$ cat src/rtl/usb_tx_scheduler.sv
// rtl/usb_tx_scheduler.sv - round-robin packet scheduler feeding a USB bit writer
// Grants one of four packet classes, then paces start/sync/payload/EOP strobes and an inter-packet gap.
module usb_tx_scheduler #(
   parameter int CLK_DIV    = 4,
   parameter int GAP_SHIFTS = 2
) (
   input  logic        clk,
   input  logic        rst,
   input  logic [3:0]  req,
   input  logic [23:0] tok_payload,
   input  logic [87:0] dat_payload,
   input  logic [7:0]  hs_payload,
   input  logic [23:0] spc_payload,
   output logic [87:0] wr_data,
   output logic        wr_ready,
   output logic [2:0]  wr_select,
   output logic        wr_shift,
   output logic [3:0]  ack,
   output logic [3:0]  done,
   output logic        busy
);

   typedef enum logic [1:0] {S_IDLE, S_LOAD, S_SEND, S_GAP} state_t;

   localparam logic [7:0] DIV_MAX = 8'(CLK_DIV - 1);
   localparam logic [6:0] GAP_N   = 7'(GAP_SHIFTS);

   state_t      state_q;
   logic [7:0]  div_q, div_d;
   logic [6:0]  cnt_q;
   logic [6:0]  total_q;
   logic [1:0]  last_q;
   logic [87:0] data_q;
   logic [2:0]  sel_q;
   logic        ready_q;
   logic [3:0]  ack_q;
   logic [3:0]  done_q;
   logic        busy_q;

   logic        strobe;
   logic        gnt_valid;
   logic [1:0]  gnt_idx;
   logic [1:0]  idx;
   logic [87:0] pay_mux;
   logic [6:0]  len_mux;

   // Divider runs freely across LOAD/SEND/GAP so packet and gap strobes stay evenly spaced.
   always_comb begin
      strobe = (state_q != S_IDLE) && (div_q == DIV_MAX);
      div_d  = (state_q == S_IDLE || strobe) ? 8'd0 : div_q + 8'd1;
   end

   // Search starts one past the previous winner so every class gets a turn.
   always_comb begin
      gnt_valid = 1'b0;
      gnt_idx   = last_q;
      idx       = last_q;
      for (int i = 1; i <= 4; i++) begin
         idx = last_q + 2'(i);
         if (!gnt_valid && req[idx]) begin
            gnt_valid = 1'b1;
            gnt_idx   = idx;
         end
      end
   end

   always_comb begin
      pay_mux = '0;
      len_mux = 7'd36;
      case (gnt_idx)
         2'd0: begin pay_mux = {64'd0, tok_payload}; len_mux = 7'd36;  end
         2'd1: begin pay_mux = dat_payload;          len_mux = 7'd100; end
         2'd2: begin pay_mux = {80'd0, hs_payload};  len_mux = 7'd20;  end
         default: begin pay_mux = {64'd0, spc_payload}; len_mux = 7'd36; end
      endcase
   end

   always_ff @(posedge clk or posedge rst) begin
      if (rst) begin
         state_q <= S_IDLE;
         div_q   <= '0;
         cnt_q   <= '0;
         total_q <= '0;
         last_q  <= 2'd3;
         data_q  <= '0;
         sel_q   <= '0;
         ready_q <= 1'b0;
         ack_q   <= '0;
         done_q  <= '0;
         busy_q  <= 1'b0;
      end else begin
         div_q  <= div_d;
         ack_q  <= '0;
         done_q <= '0;
         case (state_q)
            S_IDLE: begin
               if (gnt_valid) begin
                  state_q <= S_LOAD;
                  last_q  <= gnt_idx;
                  sel_q   <= {1'b0, gnt_idx};
                  data_q  <= pay_mux;
                  total_q <= len_mux;
                  cnt_q   <= '0;
                  ack_q   <= 4'b0001 << gnt_idx;
                  busy_q  <= 1'b1;
                  ready_q <= 1'b1;
               end
            end
            S_LOAD: begin
               if (strobe) begin
                  state_q <= S_SEND;
                  cnt_q   <= 7'd1;
                  ready_q <= 1'b0;
               end
            end
            S_SEND: begin
               if (strobe) begin
                  if (cnt_q + 7'd1 == total_q) begin
                     done_q <= 4'b0001 << sel_q[1:0];
                     cnt_q  <= '0;
                     if (GAP_N == 7'd0) begin
                        state_q <= S_IDLE;
                        busy_q  <= 1'b0;
                     end else begin
                        state_q <= S_GAP;
                     end
                  end else begin
                     cnt_q <= cnt_q + 7'd1;
                  end
               end
            end
            S_GAP: begin
               if (strobe) begin
                  if (cnt_q + 7'd1 == GAP_N) begin
                     state_q <= S_IDLE;
                     busy_q  <= 1'b0;
                     cnt_q   <= '0;
                  end else begin
                     cnt_q <= cnt_q + 7'd1;
                  end
               end
            end
            default: state_q <= S_IDLE;
         endcase
      end
   end

   assign wr_data   = data_q;
   assign wr_ready  = ready_q;
   assign wr_select = sel_q;
   assign wr_shift  = strobe;
   assign ack       = ack_q;
   assign done      = done_q;
   assign busy      = busy_q;

endmodule

$ cat config.mk
export PLATFORM = sky130hd
export DESIGN_NAME = usb_tx_scheduler
export DESIGN_NICKNAME = d
export VERILOG_FILES = /design/src/rtl/usb_tx_scheduler.sv
export SDC_FILE = /design/constraint.sdc
export NUM_CORES = 1
export LEC_CHECK = 0
export ABC_AREA = 1
export CAP_MARGIN = 30
export CORE_MARGIN = 2
export CORE_UTILIZATION = 34
export CTS_CLUSTER_SIZE = 28
export DETAILED_ROUTE_END_ITERATION = 12
export PLACE_DENSITY = 0.66
export SETUP_SLACK_MARGIN = 0.05
export SKIP_CTS_REPAIR_TIMING = 1
export SLEW_MARGIN = 5
export SYNTH_ARGS = -nofsm -noshare
export SYNTH_HDL_FRONTEND = slang
export SYNTH_SLANG_ARGS = --single-unit
$ cat constraint.sdc
create_clock -name clk -period 6.1 [get_ports clk]
set_clock_uncertainty 0.15 [all_clocks]
set_input_delay 1.22 -clock clk [delete_from_list [all_inputs] [get_ports clk]]
set_output_delay 1.22 -clock clk [all_outputs]
set_load 0.01 [all_outputs]
==> impl_metrics.json <==
{
  "syn-cell-area_sq_mm": 0.00611,
  "i_o_pin_total": 252,
  "clk_transition_reported_paths_ns": 0.06,
  "area_delta_synth_final_pct": 52.5,
  "synth_seq_area_share_pct": 50.4,
  "fp.dieArea_sq_mm": 0.0191,
  "final_layout_size_suffix_gt1_share_pct": 9.71,
  "drt-wirelength-per-cell_microns": 14.2,
  "clk_latency_ns": 0.42,
  "clkSinkCount": 123,
  "via_count": 5755,
  "final_cell_count_no_fill": 1259,
  "global_route.peak_usage_layer": "met2",
  "h-tree-depth": 4,
  "num-fill-cells": 1690,
  "grt_pass1_vias": 5517,
  "critPathMaxStageDelay_ns": 0.52,
  "cp_data_arrival_time_ns": 3.98,
  "outcome": "complete, no violations",
  "leakage_power_summed_over_all_cells_uw": 0.00459,
  "groute.layer.met1.usage_pct": 23.4,
  "place.gp.congestion": 0.872,
  "cell_family_contributing_the_most_delay_on_the_critical_path": "buffers and inverters",
  "endpoints_failing_setup": 0,
  "slew-limit-headroom_pct": 51.8,
  "mean_number_of_vias_per_cell": 4.57,
  "antenna_cells": 0,
  "drc": 0,
  "cp.buffers_inverters": 6,
  "synthesis.nets": 936,
  "chipHeight_microns": 138,
  "holdWs_ns": 0.313,
  "start_util_pct": 34.4,
  "crit_slowest_cell": "clkdlybuf4s50_1",
  "synth-seq-cells": 123,
  "drv_slew": 0,
  "dieWidth_microns": 138,
  "synth_cell_type_count": 35,
  "detail_route.iter0.violations": 364,
  "peak_vdd_ir_mv": 0.312,
  "globalRouteMet3Util_pct": 6.58,
  "fin_nets": 1174,
  "grt_use_total_pct": 18.9,
  "yosysWarnings": 0,
  "netlist_instances": 779,
  "report.final.hold_viol_count": 0,
  "hold_path_class": "flop to flop",
  "worstSetupEndpointType": "flop",
  "max_slew.worst_pin.slew_ns": 0.723,
  "tritoncts": "yes",
  "rsz_0062_raised_after_global_routing": "false",
  "area.sequential_sq_mm": 0.00308,
  "critical_path.cell_chain": "clkdlybuf4s50_1, nand2_1, nand2_1, nand2_2, nand2_4, nor2_4, nand2_1, nor2_2, inv_2, nand2_4, inv_2, nand3_2, inv_2, buf_12, buf_4, nand2_2, nand2_1",
  "ctsLongestPathBuffers": 2,
  "fmax_ghz": 0.265,
  "port_buffers": 250,
  "place_inst": 1226,
  "placement_rows": 49,
  "layout_min_cycle_time_ns": 3.77,
  "cp_max_fo": 36,
  "total_area_of_multi_input_combinational_cells_sq_mm": 0.00253,
  "syn_area_per_cell_sq_um": 7.85,
  "layout_utilization_pct": 52.4,
  "overflow": 0,
  "share_of_the_clock_period_used_by_the_worst_path_after_layout_pct": 61.8,
  "routed_wl_microns": 17800,
  "global_route.usage.met2_pct": 31.5,
  "cts_buffers": 17,
  "drt-pass1-iter-count": 7,
  "grt_first_pass_wirelength_microns": 28900,
  "critical_path.startpoint_type": "input port",
  "postRouteAntennaNets": 0,
  "setup_tns_ns": 0,
  "cts-root-buf": "clkbuf_16",
  "worstSetupPathType": "input port to flop",
  "cpMostUsedCell": "nand2_1",
  "grt_start_max_net_pins": 93,
  "grt_antenna_before_repair": 0,
  "p_total_uw": 4750,
  "commonest_cells_after_routing_fill_and_taps_aside": "nand2_1 (331), clkdlybuf4s50_1 (250), dfrtp_1 (121)",
  "layout_commonest_cell": "nand2_1",
  "total_power_divided_by_cell_area_mw_per_mm2": 510,
  "placeableCoreArea_sq_mm": 0.0178,
  "cap_violations": 0,
  "worst_ep_required_time_ns": 6.31,
  "dp.final_hpwl_microns": 13000
}
-- flip-flops by register name, indices dropped and copies added, names as in the netlist --
register and count:
total_q 4, wr_data 88, wr_select 2, wr_ready 1
ack 4, div_q 8, done 4, state_q 2
busy 1, cnt_q 7, last_q 2
-- cell type report --
| cell class | instances | share of cell area (%) |
|---|---|---|
| multi-input combinational | 554 | 27.1 |
| timing repair buffer | 256 | 27.7 |
| clock buffer | 18 | 4.71 |
| tap | 229 | 3.07 |
| clock inverter | 14 | 1.74 |
| sequential | 123 | 33.0 |
| inverter | 65 | 2.64 |
-- where the power goes --
part	switching (uW)	total [uW]	internal [uW]
Clock	403	1020	621
Sequential	136	1190	1050
Combinational	1600	2540	937
Total	2140	4750	2610
-- cell usage after synthesis --
master	instances	area (sq um)
o32ai_1	1	8.76
nand2_1	331	1240
dfrtp_1	121	3030
dfstp_2	2	52.6
nand2_4	3	33.8
ha_1	7	87.6
nand3_2	3	30.0
xnor2_1	1	8.76
or2_2	2	12.5
inv_1	56	210
inv_2	9	33.8
o211ai_1	1	7.51
nor3_1	5	25.0
and3_1	1	6.26
buf_2	22	110
buf_4	5	37.5
nand2_2	39	244
nand3b_1	1	7.51
nand3_1	46	230
o21ai_0	32	160
conb_1	1	3.75
o22ai_1	1	6.26
buf_8	1	15.0
a21oi_1	10	50.1
nor4_1	1	6.26
buf_6	3	33.8
nor2_1	22	82.6
o21ai_1	35	175
clkbuf_1	3	11.3
buf_12	3	60.1
nor3b_1	1	7.51
nor2_4	1	11.3
nor2_2	2	12.5
xor2_1	6	52.6
o2111ai_1	1	8.76
-- metrics by stage --
stage / setup slack, ns / cell area, sq um
2_1_floorplan: 1.46 / 6110
3_3_place_gp: 1.64 / 8670
3_5_place_dp: 1.89 / 8690
4_1_cts: 2.31 / 9290
5_1_grt: 2.06 / 9320
6_report: 2.33 / 9320
-- worst paths after layout --
path | endpoint | slack (ns) | start | depth (start not counted)
max reg2reg | wr_data[30] | 2.88 | last_q[0] | 16
min in group asynchronous | div_q[6] | 1.13 | rst | 2
max in group asynchronous | last_q[1] | 3.70 | rst | 3
min | total_q[2] | 0.31 | total_q[2] | 2
max | wr_data[30] | 2.33 | req[2] | 17
min reg2reg | total_q[2] | 0.31 | total_q[2] | 2
-- routing by layer --
metal / routed length (microns) / share of wire (%)
met2: 8550 / 48
met3: 1300 / 7.3
met4: 344 / 1.9
met5: 0 / 0
met1: 7660 / 43
-- cells by family (layout without fill, tap and decap cells) --
| group | after synthesis | count (layout) | share of synthesized area, % |
|---|---|---|---|
| simple gates | 458 | 458 | 31.9 |
| flops | 123 | 123 | 50.4 |
| xor+xnor | 7 | 7 | 1.00 |
| buf+inv | 102 | 353 | 8.37 |
| fa+ha+maj | 7 | 7 | 1.43 |
| other cells | 1 | 1 | 0.0613 |
| compound gates | 81 | 81 | 6.82 |
-- worst register-to-register path, stage by stage, from the launching register on --
cell and delay (ns):
dfstp_2 0.66, inv_2 0.15, nand2_1 0.10, nand3_1 0.09, nand2_1 0.12, nor2_4 0.05, nand2_1 0.06, nor2_2 0.05
inv_2 0.09, nand2_4 0.05, inv_2 0.39, nand3_2 0.14, inv_2 0.34, buf_12 0.26, buf_4 0.32, nand2_2 0.07
nand2_1 0.06
(Power assumes the default switching activity.)
